<file path="src/rtl/coproc_pkg.sv">
// Shared definitions for the coprocessor arithmetic unit: op codes, command
// word field positions, iteration count and FSM state encoding.
package coproc_pkg;

  typedef enum logic [1:0] {
    OP_MUL  = 2'b00,
    OP_DIV  = 2'b01,
    OP_SQRT = 2'b10,
    OP_RSV  = 2'b11
  } op_e;

  typedef enum logic [1:0] {
    IDLE = 2'b00,
    RUN  = 2'b01,
    DONE = 2'b10
  } state_e;

  localparam int unsigned OP_HI   = 23;
  localparam int unsigned A_LSB   = 11;
  localparam int unsigned B_LSB   = 0;
  localparam int unsigned ITER    = 11;
  localparam int unsigned ERR_BIT = 23;

endpackage

</file>
<file path="src/rtl/coproc_arith_unit.sv">
// Iterative multiply / divide / square-root engine with a fixed 12-cycle
// schedule, sharing one accumulator + shift register pair across all ops.
module coproc_arith_unit
  import coproc_pkg::*;
#(
  parameter bit          REARM    = 1'b1,
  parameter logic [10:0] DIV0_QUO = 11'h7FF
) (
  input  logic        clk,
  input  logic        rst,
  input  logic        mstart,
  input  logic [23:0] min,
  output logic        mrdy,
  output logic [23:0] mout,
  output logic        busy
);

  state_e      state_q, state_d;
  op_e         op_q, op_d;
  logic [3:0]  cnt_q, cnt_d;
  logic [15:0] acc_q, acc_d;
  logic [21:0] sh_q, sh_d;
  logic [10:0] opnd_q, opnd_d;
  logic        rearm_q, rearm_d;
  logic        mrdy_q, mrdy_d;
  logic        busy_q, busy_d;
  logic [23:0] mout_q, mout_d;

  logic        accept;
  logic [10:0] a_in, b_in;
  op_e         op_in;
  logic [11:0] mul_sum, div_t, sq_rem;
  logic        div_ge;
  logic [15:0] sq_sh, sq_new;
  logic [23:0] result;

  // Datapath: per-iteration step values and the final result formatting.
  always_comb begin
    a_in    = min[A_LSB +: 11];
    b_in    = min[B_LSB +: 11];
    op_in   = op_e'(min[OP_HI -: 2]);
    accept  = (state_q == IDLE) && mstart && (!REARM || !rearm_q);

    mul_sum = {1'b0, acc_q[10:0]} + (sh_q[0] ? {1'b0, opnd_q} : 12'd0);
    div_t   = {acc_q[10:0], sh_q[10]};
    div_ge  = div_t >= {1'b0, opnd_q};
    sq_sh   = {acc_q[13:0], sh_q[21:20]};
    sq_new  = acc_q[15] ? sq_sh + {3'b0, opnd_q, 2'b11}
                        : sq_sh - {3'b0, opnd_q, 2'b01};
    sq_rem  = 12'(acc_q[15] ? acc_q + {4'b0, opnd_q, 1'b1} : acc_q);

    result = '0;
    case (op_q)
      OP_MUL:  result = {2'b0, acc_q[10:0], sh_q[10:0]};
      // With a zero divisor every step keeps the shifted-in dividend, so the
      // remainder register ends up holding the original a.
      OP_DIV: begin
        if (opnd_q == '0) begin
          result          = {2'b0, acc_q[10:0], DIV0_QUO};
          result[ERR_BIT] = 1'b1;
        end else begin
          result = {2'b0, acc_q[10:0], sh_q[10:0]};
        end
      end
      OP_SQRT: result = {1'b0, sq_rem, opnd_q};
      default: result[ERR_BIT] = 1'b1;
    endcase
  end

  always_comb begin
    state_d = state_q;
    op_d    = op_q;
    cnt_d   = cnt_q;
    acc_d   = acc_q;
    sh_d    = sh_q;
    opnd_d  = opnd_q;
    mout_d  = mout_q;
    mrdy_d  = 1'b0;
    rearm_d = mstart ? (rearm_q | accept) : 1'b0;
    busy_d  = accept | (busy_q & ~mrdy_q);

    case (state_q)
      IDLE: begin
        if (accept) begin
          state_d = RUN;
          op_d    = op_in;
          cnt_d   = '0;
          acc_d   = '0;
          case (op_in)
            OP_DIV: begin
              sh_d   = {11'b0, a_in};
              opnd_d = b_in;
            end
            OP_SQRT: begin
              sh_d   = {a_in, b_in};
              opnd_d = '0;
            end
            default: begin
              sh_d   = {11'b0, b_in};
              opnd_d = a_in;
            end
          endcase
        end
      end
      RUN: begin
        cnt_d = cnt_q + 4'd1;
        if (cnt_q == 4'(ITER - 1)) state_d = DONE;
        case (op_q)
          OP_DIV: begin
            acc_d = {4'b0, div_ge ? div_t - {1'b0, opnd_q} : div_t};
            sh_d  = {11'b0, sh_q[9:0], div_ge};
          end
          OP_SQRT: begin
            acc_d  = sq_new;
            sh_d   = {sh_q[19:0], 2'b00};
            opnd_d = {opnd_q[9:0], ~sq_new[15]};
          end
          default: begin
            acc_d = {5'b0, mul_sum[11:1]};
            sh_d  = {11'b0, mul_sum[0], sh_q[10:1]};
          end
        endcase
      end
      DONE: begin
        state_d = IDLE;
        mrdy_d  = 1'b1;
        mout_d  = result;
      end
      default: state_d = IDLE;
    endcase
  end

  always_ff @(posedge clk or posedge rst) begin
    if (rst) begin
      state_q <= IDLE;
      op_q    <= OP_MUL;
      cnt_q   <= '0;
      acc_q   <= '0;
      sh_q    <= '0;
      opnd_q  <= '0;
      rearm_q <= 1'b0;
      mrdy_q  <= 1'b0;
      busy_q  <= 1'b0;
      mout_q  <= '0;
    end else begin
      state_q <= state_d;
      op_q    <= op_d;
      cnt_q   <= cnt_d;
      acc_q   <= acc_d;
      sh_q    <= sh_d;
      opnd_q  <= opnd_d;
      rearm_q <= rearm_d;
      mrdy_q  <= mrdy_d;
      busy_q  <= busy_d;
      mout_q  <= mout_d;
    end
  end

  assign mrdy = mrdy_q;
  assign mout = mout_q;
  assign busy = busy_q;

endmodule

</file>
<file path="config.mk">
export PLATFORM = sky130hd
export DESIGN_NAME = coproc_arith_unit
export DESIGN_NICKNAME = d
export VERILOG_FILES = /design/src/rtl/coproc_pkg.sv /design/src/rtl/coproc_arith_unit.sv
export SDC_FILE = /design/constraint.sdc
export NUM_CORES = 1
export LEC_CHECK = 0
export CAP_MARGIN = 0
export CORE_MARGIN = 5
export CORE_UTILIZATION = 33
export CTS_BUF_LIST = sky130_fd_sc_hd__clkbuf_8
export DETAILED_ROUTE_END_ITERATION = 10
export SLEW_MARGIN = 10
export SYNTH_ARGS = -nofsm -noshare
export SYNTH_HDL_FRONTEND = slang
export SYNTH_SLANG_ARGS = --single-unit
</file>
<file path="constraint.sdc">
create_clock -name clk -period 7.54 [get_ports clk]
set_clock_uncertainty 0.05 [all_clocks]
set_input_delay 1.885 -clock clk [delete_from_list [all_inputs] [get_ports clk]]
set_output_delay 1.885 -clock clk [all_outputs]
set_load 0.1 [all_outputs]
</file>
### Yosys cells after proc, flatten, opt, wreduce, memory -nomap -nowiden

Cells that the tools add are included.

| cells by class | value |
|---|---|
| $add $sub $neg | 6 |
| reduce and logical (&&, ||, !) cells | 12 |
| mux-type cells | 25 |
| order comparisons | 1 |
| bitwise operators | 5 |
| eq/ne operators | 10 |

Operators by type and width:

| cell | count |
|---|---|
| 22-bit one-hot mux with 2 select lines | 3 |
| 23-bit one-hot mux with 3 select lines | 1 |
| 16-bit one-hot mux with 2 select lines | 2 |
| 11-bit one-hot mux with 2 select lines | 2 |
| 11-bit two-way mux | 3 |
| 16-bit two-way mux | 2 |
| 12-bit two-way mux | 2 |
| 24-bit two-way mux | 1 |
| 22-bit two-way mux | 1 |
| 16-bit by 13-bit adder with 16-bit output | 1 |
| 16-bit by 13-bit subtractor with 16-bit output | 1 |
| 11-bit by 11-bit adder with 12-bit output | 1 |
| 12-bit adder | 1 |
| 12-bit by 11-bit >= comparator with 1-bit output | 1 |
| 12-bit by 11-bit subtractor with 12-bit output | 1 |
| 11-bit logical NOT | 1 |
| 4-bit one-hot mux with 2 select lines | 1 |
| 2-bit by 1-bit equality test with 1-bit output, second input constant | 3 |
| 2-bit equality test, second input constant | 3 |
| 2-bit inequality test, second input constant | 3 |
| 2-bit AND reduction | 3 |
| 4-bit by 1-bit adder with 4-bit output, second input constant | 1 |
| 4-bit equality test, second input constant | 1 |
| 2-bit logical NOT | 2 |
| 13 further kinds | 18 |

| storage, ports and cells | value |
|---|---|
| bits in registers | 84 |
| input port bits | 27 |
| word-level logic and storage cells | 69 |
| output and inout bits | 26 |

### Longest topological paths before layout

| logic depth | value |
|---|---|
| word-level depth | 5 |
| gate-level depth with buffers | 12 |
| gate-level depth less buffers | 11 |

### Worst setup path before layout

OpenSTA, ideal clock, no wires.

| timing | value |
|---|---|
| path kind | input -> register |
| start | input min[22] |
| end | register sh_q[7] |
| slack | 4.211 ns |
| stages on the path | 8 |
| data arrival time | 3.136 ns |
| setup time | 0.142 ns |
| required time | 7.348 ns |
| buffers on the path | 1 |
| cells stage by stage | inv_1 > ha_1 > or2_2 > clkbuf_1 > a22oi_1 > nor2_1 > a21oi_1 > o221ai_1 |

| on the way | value |
|---|---|
| word-level cells in the longest chain between the ends | 4 |
| elaborated cells on any way between the ends | 5 |
| classes of those cells | 2 x eq/ne; 3 x mux |

Ends and longest elaborated chain:

| item | RTL line | text |
|---|---|---|
| from (decl) | coproc_arith_unit.sv:12 | `input logic [23:0] min,` |
| 2-bit equality test / 2-bit by 1-bit equality test with 1-bit output (equally long branches) | coproc_arith_unit.sv:89 | `case (op_in)` |
| 22-bit one-hot mux with 2 select lines (*) | coproc_arith_unit.sv:89 |  |
| 22-bit two-way mux (*) | coproc_arith_unit.sv:84 | `if (accept) begin` |
| 22-bit one-hot mux with 2 select lines (*) | coproc_arith_unit.sv:82 | `case (state_q)` |
| to (signal assigned) | coproc_arith_unit.sv:139 | `sh_q <= '0;` |
| to (signal assigned) | coproc_arith_unit.sv:150 | `sh_q <= sh_d;` |
| to (decl) | coproc_arith_unit.sv:22 | `logic [21:0] sh_q, sh_d;` |

Every way passes the cells marked *; elsewhere a longest branch is shown, timed or not. The select of a mux whose other input is x is not followed.
A chain may end at the register's enable or synchronous reset.

### Final worst setup path

| timing | value |
|---|---|
| start | input min[22] |
| end | register sh_q[6] |

The elaborated chain is that of the path after synthesis.

==> results.txt <==
* Status: finished, final reports clean
* Nature of the critical path endpoint: register
- The floorplan step set the die height to around 150 µm.
* Top-level I/O count: 53
* Placer congestion estimate: 0.843
- Instance count after placement with tap cells included: between 1000 and 1500
* Count of final max-slew check failures: 0
- After technology mapping, the gate count stands at 792.
* Total wire length after detailed routing: ~20000 µm
* CP max FO: 14
* Effective utilization at floorplan: 33.4%
* H-Tree Depth: 3
* Endpoints failing hold: 0
- Starting DRT DRC Count: 393
* Number of resized instances in the post-cts repair step: 0
- Clock buffers created by TritonCTS: 9
- RSZ-0062 raised after global routing: false
- Buffering stage count on the worst path with inverters included: 3
- At the end of the flow, the number of nets in the layout was around 900.
- Summing over every cut layer, the via total after detailed routing is about 6100.
- Multiplexer share of the synthesized area: roughly 2.2%
* Post-detailed-route count of antenna-violating nets: 0
- Main combinational cell family by area after synthesis: compound AO/OA/AOI/OAI gates
* Commonest register cell after synthesis: sky130_fd_sc_hd__dfrtp_1
- Peak clock frequency supported by timing: 0.255 GHz
* Total of flip-flops plus latches after synthesis: between 80 and 90
- In the routed design, unresolved DRC markers number 0.
* Share of cells above drive strength 1: 6.08%
- Detailed-route wire length per cell: 18.2 µm
- On the worst path, the slowest cell contributes a delay of just under 0.5 ns.
- Initial DRT Pass Iterations: 5
- Rel. slew slack: a little over a quarter
- The min-delay analysis places its worst path in the category register to register.
- XOR/XNOR Fraction of Synth Area: 6.01%
* Synthesized area: 6710 µm²
- Count of hold buffers inserted by post-cts repair: 0
* Aggregate global-route resource usage: 16.5%
* # fillers: 2057
* Wire length the detailed router placed on met1: between 9000 and 10000 µm
- Setup TNS: 0 ns
- The slowest stage of the critical path belongs to the cell sky130_fd_sc_hd__nor2b_1.
- TritonCTS built the clock tree.
- Worst hold path cell count: 1
- The initial antenna violation count is 0.
- The number of antenna diodes in the final layout is 0.
- After Yosys synthesis, full adders, half adders and majority gates account for 11.2% of the synthesized area.
- Pin slew with the least headroom to its limit: 1.10 ns
* Count of cell types in the netlist: 64
- The synthesized netlist devotes between 10 and 15% of its cell area to simple gates.
* Width of the chip: approximately 150 µm
* Leftover overflow at the end of global routing: 0
- For the worst setup path, the data required time is 7.79 ns.
- Routed wl met3: 986 µm
- Cell-by-cell trace of the critical path: clkdlybuf4s50_1, inv_1, ha_1, nor2b_1, buf_4, a22oi_1, nor2_1, a21oi_1, o221ai_1
- In this run the top signal layer used is met4.
* Wire length on met2: 9180 µm
- Leaving out filler cells and counting taps, the final layout contains around 1100.
- Entering global routing, the biggest net connects 60 pins.
- Buffers inserted during post-CTS setup optimization: 0
- Yosys synthesis warning count: 0
* Fraction of the yosys area taken by sequential cells: 31.0%
- Max-cap violations in this run came to 0.
- The routed design could run at a clock period as short as 3.92 ns.
- Number of cell instances on the worst register-to-register path: 10
* TritonCTS Sinks: 83
- The finished cells cover 7660 µm².
* WS Path Type: input pin to register
- Growth of design area from synthesis to finish: 14.2%
- When the netlist entered floorplanning its net count stood at 877.
- Share of synthesized flip-flops with an asynchronous set or reset: 100%
* Largest delay contributor family on the critical path: buffers and inverters
- Port buffering added 52 buffers.
* Setup violation total in the final timing report: 0
- Averaged over all synthesized cells, the footprint is between 8 and 9 µm².
- Die Area: 23300 µm²
* CTS clock-pin slew for the worst setup and hold paths: around 0.10 ns
- Placed Instance Area: between 7000 and 8000 µm²
* Critical path arrival: 4.17 ns
- The tree is rooted in a sky130_fd_sc_hd__clkbuf_8.
* Stages on the worst setup path: 9
* Via density per instance: 5.59
* HPWL Detailed: around 14000 µm
- The total area inside the core boundary comes to 20100 µm².
* Via count of the first global-routing pass: 5751
* End-of-flow core utilization: approximately two fifths
- The worst path uses 52.0% of the clock period.
- The clock reaches the later pin of the worst-skew pair after 0.38 ns.
- STA classifies the critical path startpoint as an input pin.
* Maximum buffer depth of the clock tree: 2
- Placement Rows: 52
- Global-route wire length before repair: 31400 µm
* Area fraction in compound gates after synthesis: slightly above 30%
- Yosys mapped a number of flops with a built-in enable equal to 0.
==> final timing paths <==
check	start	endpoint	slack [ns]
worst max-delay path	min[22]	sh_q[6]	3.62
worst min-delay path	mrdy	busy	0.42
worst max register to register	sh_q[10]	acc_q[4]	4.28
worst min register to register	mrdy	busy	0.42
max in group asynchronous	rst	acc_q[3]	4.57
min in group asynchronous	rst	mout[3]	1.74
==> per-layer routing <==
| metal | vias to the layer above | global-route usage [%] |
|---|---|---|
| met2 | 174 | 26.7 |
| met1 | 2922 | 23.5 |
| li1 | 2984 | - |
| met4 | 0 | 4.33 |
| met3 | 23 | 2.04 |
| met5 | - | 0 |
==> Yosys cell counts, types with 4 or more instances <==
library cell	n	share of area, %
sky130_fd_sc_hd__a221oi_1	27	3.5
sky130_fd_sc_hd__a21oi_1	54	4.0
sky130_fd_sc_hd__a32oi_1	4	0.52
sky130_fd_sc_hd__mux2_2	5	0.84
sky130_fd_sc_hd__clkbuf_1	42	2.3
sky130_fd_sc_hd__nand3_1	6	0.45
sky130_fd_sc_hd__or3_1	5	0.47
sky130_fd_sc_hd__nor4_1	6	0.56
sky130_fd_sc_hd__o221ai_1	6	0.78
sky130_fd_sc_hd__nor2_1	40	2.2
sky130_fd_sc_hd__o21a_1	6	0.67
sky130_fd_sc_hd__nor3_1	6	0.45
sky130_fd_sc_hd__o21ai_0	92	6.9
sky130_fd_sc_hd__ha_1	55	10
sky130_fd_sc_hd__and2_1	13	1.2
sky130_fd_sc_hd__a221o_1	14	2.1
sky130_fd_sc_hd__o22ai_1	4	0.37
sky130_fd_sc_hd__mux2i_1	9	1.3
sky130_fd_sc_hd__o31ai_1	8	0.90
sky130_fd_sc_hd__a21o_1	9	1.0
sky130_fd_sc_hd__xnor2_1	30	3.9
sky130_fd_sc_hd__a22oi_1	22	2.5
sky130_fd_sc_hd__nor2b_1	9	0.84
sky130_fd_sc_hd__nand2b_1	9	0.84
sky130_fd_sc_hd__a31oi_1	7	0.65
sky130_fd_sc_hd__o211ai_1	9	1.0
sky130_fd_sc_hd__inv_1	36	2.0
sky130_fd_sc_hd__dfrtp_1	83	31
sky130_fd_sc_hd__or2_2	4	0.37
sky130_fd_sc_hd__o21bai_1	6	0.67
sky130_fd_sc_hd__nand2_1	90	5.0
sky130_fd_sc_hd__xor2_1	16	2.1
sky130_fd_sc_hd__a21boi_0	4	0.45
sky130_fd_sc_hd__a211oi_1	7	0.78
==> flip-flops by register name (all words and copies together) (netlist names), 2 cells and up <==
name and flops:
mout 24, state_q 2, acc_q 15, sh_q 22, opnd_q 11, cnt_q 4, op_q 2
==> through the flow <==
step                worst slack [ns]  hold slack [ns]
detailed placement              3.26            0.406
finish                          3.62            0.419
global placement                3.29            0.402
CTS                             3.67            0.421
floorplan                       3.47            0.394
global route                    3.41            0.450
==> placed cells by master (no fill, tap or decap), drive strengths merged, types with 5 or more instances in the layout <==
| cell | count |
|---|---|
| nand2 | 90 |
| buf | 9 |
| a21oi | 56 |
| a221oi | 27 |
| ha | 55 |
| xor2 | 16 |
| a31oi | 7 |
| nor3 | 6 |
| a221o | 14 |
| a21o | 9 |
| inv | 38 |
| nor4 | 6 |
| o21bai | 6 |
| nand3 | 6 |
| nor2b | 10 |
| mux2i | 9 |
| o31ai | 8 |
| nand2b | 9 |
| o21ai | 95 |
| mux2 | 5 |
| clkdlybuf4s50 | 52 |
| or3 | 5 |
| o21a | 6 |
| dfrtp | 83 |
| o211ai | 9 |
| xnor2 | 30 |
| and2 | 13 |
| clkbuf | 9 |
| a22oi | 23 |
| a211oi | 7 |
| o221ai | 6 |
| nor2 | 40 |
==> logic make-up after synthesis <==
logic type / Yosys count
fa+ha+maj: 58
simple gates: 203
mux: 14
flops: 83
compound gates: 304
buf+inv: 84
xor+xnor: 46
==> area by class of cell <==
| cell class | instances | area (µm²) | area share (%) |
|---|---|---|---|
| flip-flops and latches | 83 | 2080 | 27.1 |
| repair buffers | 61 | 588 | 7.67 |
| clock buffers | 9 | 124 | 1.62 |
| well taps | 270 | 338 | 4.41 |
| inverters | 37 | 140 | 1.83 |
| multi-input cells | 625 | 4320 | 56.4 |
| clock inverters | 7 | 73.8 | 0.963 |
Power is not shown: default switching activity piles up to over one toggle a cycle in this logic, so the estimate is an artifact.
==> RTL change 1, RTL diff (same settings) <==
Change the package constant `A_LSB` from 11 to 12.
--- a/src/rtl/coproc_pkg.sv
+++ b/src/rtl/coproc_pkg.sv
@@ -17,5 +17,5 @@
 
   localparam int unsigned OP_HI   = 23;
-  localparam int unsigned A_LSB   = 11;
+  localparam int unsigned A_LSB   = 12;
   localparam int unsigned B_LSB   = 0;
   localparam int unsigned ITER    = 11;
Function: no difference found for any inputs over 10 cycles, from zero or initial values and one cycle with rst high; that may be too few to reach the edited logic, so the function may still have changed.
==> RTL change 1 against the unedited design <==
  * Count of clock-buffer cells in the layout up 1
  * Utilization grew 0.38 points
  * Synthesized area is 2.5% lower
  * Routed wire length down 2.0%
  * Die area decreased by 2.4%
  * Final area decreased by 2.2%
  * Sequential cell count did not move
  * Critical path depth fell by 2
  * Worst setup slack worse by 0.40 ns
Power is left out: the tool's default activity adds up to more than one toggle a clock period on the data nets, which glitch-free logic cannot reach.
==> RTL change 1: results (changes against the unedited design) <==
----------------------------------------------------
[Yosys]
  Share of cell area taken by muxes after synthesis ... 0.01206 (-0.009765)
  Net count of the mapped netlist ... 850 (-3.1%)
  Parity-gate share of the synthesized area counting xor and xnor cells ... 0.06295 (+0.002902)
  Leading post-synthesis cells by instance count ... 94 x sky130_fd_sc_hd__o21ai_0, 92 x sky130_fd_sc_hd__nand2_1, 83 x sky130_fd_sc_hd__dfrtp_1
  Post-synthesis compound-gate area fraction ... 0.3081 (+0.001286)
  Adder-cell share of the synthesized area ... 0.1144 (+0.002902)
  Register area share after synthesis ... 0.3176 (+0.008057)

[Layout]
  Net count reported at finish ... 877 (-2.8%)
  Share of post-route cells with drive strength above 1 ... 0.04141 (-0.01942)

[Outcome]
  Outcome ... complete, no violations

[Detailed routing]
  Initial DRC count ... 481 (+22%)
  Met1 WL ... 9075 µm (-3.8%)
  Detail Route met3 WL ... 1107 µm (+12%)
  1st-pass router iterations ... 6 (+1)
  Via density per instance ... 5.603 (+0.25%)

[GRT]
  Global routing met1 resource utilization ... 0.2428 (+0.008030)
  Combined global-route utilization of all metal layers ... 0.1728 (+0.007547)
  Global-route track usage on met3 ... 0.02619 (+0.005740)
  Wire length of the first global-routing pass ... 30,970 µm (-1.4%)
  Pin count of the biggest net entering global routing ... 84 (+40%)
  Number of global-route vias before repair ... 5,685 (-1.1%)

[Setup path]
  Setup slack on the worst flop-to-flop path ... 3.99 ns (-0.29 ns)

[Timing]
  Fin crit period ... 4.327 ns (+0.4031 ns)
  Slew at the pin closest to its max-slew limit ... 1.147 ns (+0.05192 ns)

[Place]
  Final HPWL DP ... 14,310 µm (-1.0%)
  Dpl cells ... 1,046 (-2.8%)
  Placer congestion estimate ... 0.8562 (+1.6%)

----------------------------------------------------
-- RTL change 1: changes by cell type after synthesis, sizes merged, moves of 5 or more --
cell | before | now
a222oi | 1 | 6
o211ai | 9 | 16
a221oi | 27 | 21
o31ai | 8 | 2
a21o | 9 | 15
or3 | 5 | 0
mux2i | 9 | 3
a22oi | 23 | 28
a21oi | 56 | 41
nor2b | 10 | 4
-- RTL change 1: tightest hold or removal path, cell delays in order, from the launching register on --
cell and delay [ns]:
sky130_fd_sc_hd__dfrtp_1 0.35, sky130_fd_sc_hd__nand2_1 0.05, sky130_fd_sc_hd__nand2_1 0.05
-- RTL change 1: final timing paths --
check / from / endpoint / cells past startpoint
max: min[22] / sh_q[4]$_DFFE_PP0P_ / 7
min reg2reg: mout[20]$_DFFE_PP0P_ / mout[20]$_DFFE_PP0P_ / 2
min in group asynchronous: rst / mrdy$_DFF_PP0_ / 3
min: mout[20]$_DFFE_PP0P_ / mout[20]$_DFFE_PP0P_ / 2
max reg2reg: op_q[0]$_DFFE_PP0P_ / opnd_q[0]$_DFFE_PP0P_ / 6
max in group asynchronous: rst / cnt_q[3]$_DFFE_PP0P_ / 3
-- RTL change 1: through the flow --
| stage | hold WS (ns) | util |
|---|---|---|
| finish | 0.4221 | 0.3850 |
| global route | 0.4539 | 0.3850 |
| CTS | 0.4279 | 0.3850 |
| detailed placement | 0.4095 | 0.3743 |
| global placement | 0.4055 | 0.3743 |
| floorplan | 0.3998 | - |
-- RTL change 1: final cells by class --
class | instances | area (µm²) | share of cell area
sequential | 83 | 2077 | 0.2772
tap | 265 | 331.6 | 0.04425
multi-input combinational | 608 | 4192 | 0.5594
timing repair buffer | 58 | 563.0 | 0.07514
inverter | 32 | 121.4 | 0.01620
clock inverter | 6 | 71.32 | 0.009517
clock buffer | 10 | 137.6 | 0.01837
==> RTL change 2, RTL diff (same flow settings) <==
Without the edit above. The 3 states of `state_e` get a one-hot encoding in 3 bits.
--- a/src/rtl/coproc_pkg.sv
+++ b/src/rtl/coproc_pkg.sv
@@ -10,8 +10,8 @@
   } op_e;
 
-  typedef enum logic [1:0] {
-    IDLE = 2'b00,
-    RUN  = 2'b01,
-    DONE = 2'b10
+  typedef enum logic [2:0] {
+    IDLE = 3'b001,
+    RUN  = 3'b010,
+    DONE = 3'b100
   } state_e;
 
Function: no difference found for any inputs over 10 cycles, from zero or initial values and one cycle with rst high; not proved beyond that.
==> RTL change 2 against the unedited design <==
  * Via count increased by 1.2%
  * Final area decreased by 0.38%
  * Global-route usage is 0.50 points higher
  * Register-to-register slack got worse by 0.12 ns
  * Worst setup slack worse by 0.97 ns
  * First-iteration DRC count increased by 23%
  * Critical path depth down 1
  * Sequential cell count is 1 higher
  * Synthesized area fell by 0.52%
  * Routed wire length increased by 0.11%
  * Maximum frequency is 20% lower
  * Largest cell class unchanged
==> RTL change 2: results (changes against the unedited design) <==
----------------------------------------------------
[Yosys]
  Number of flip-flops and latches in the synthesized netlist ... 84 (+1.2%)
  Parity-gate share of the synthesized area counting xor and xnor cells ... 0.06037 (+0.0003152)
  Leading post-synthesis cells by instance count ... 83 x sky130_fd_sc_hd__dfrtp_1, 82 x sky130_fd_sc_hd__o21ai_0, 78 x sky130_fd_sc_hd__nand2_1
  Distinct cell type count of the synthesized netlist ... 69 (+7.8%)
  Share of cell area taken by muxes after synthesis ... 0.01800 (-0.003822)
  Largest cells by area after synthesis ... sky130_fd_sc_hd__dfrtp_1 31%, sky130_fd_sc_hd__ha_1 10%, sky130_fd_sc_hd__o21ai_0 6.1%
  Register area share after synthesis ... 0.3151 (+0.005562)
  Adder-cell share of the synthesized area ... 0.1121 (+0.0005854)

[Place]
  Post-DP Area ... 7435 µm² (-0.44%)
  Post-Place Worst Slack ... 2.325 ns (-0.9308 ns)
  Placer congestion estimate ... 0.8805 (+4.4%)

[GRT]
  Pin count of the biggest net entering global routing ... 57 (-5.0%)
  Number of global-route vias before repair ... 5,765 (+0.24%)

[Timing]
  WHS ... 0.4106 ns (-0.008335 ns)
  Fin crit period ... 4.893 ns (+0.9699 ns)
  Worst-case headroom to the max-slew limit ... 0.3260 (+0.05887)

[Layout]
  Count of filler cells inserted in the layout ... 2,064 (+0.34%)
  Share of post-route cells with drive strength above 1 ... 0.06174 (+0.0009161)

[Detailed routing]
  Initial DRC count ... 484 (+23%)
  Detailed-route via count ... 6,175 (+1.2%)
  Via density per instance ... 5.634 (+0.81%)
  Sum of routed wire length over all layers ... 19,930 µm (+0.11%)

[Setup path]
  Maximum fanout along the worst path ... 30 (+16)
  Start point of the critical path ... mstart
  Worst path max stage delay ... 0.87 ns (+0.38 ns)

[Outcome]
  Outcome ... complete, no violations

----------------------------------------------------
==> RTL change 2: cell count changes after synthesis, sizes merged, moves of 5 or more <==
cell	delta
o221ai	-5
o21ai	-11
a21o	+5
o31ai	-5
nand2	-12
a221oi	+16
nor2	+25
nand3	+12
a22oi	-9
==> RTL change 2: area by class of cell <==
cell class / count / share of cell area
multi-input combinational: 628 / 0.5571
sequential: 84 / 0.2754
timing repair buffer: 64 / 0.07996
tap: 270 / 0.04424
clock buffer: 10 / 0.01802
inverter: 34 / 0.01688
clock inverter: 6 / 0.008357
==> RTL change 2: routing by layer <==
metal | vias up | routed length (µm) | GRT usage
met2 | 182 | 8520 | 0.2502
met5 | - | 0 | 0
met3 | 38 | 1164 | 0.03635
met1 | 2973 | 9528 | 0.2469
met4 | 0 | 716 | 0.05993
li1 | 2982 | - | -
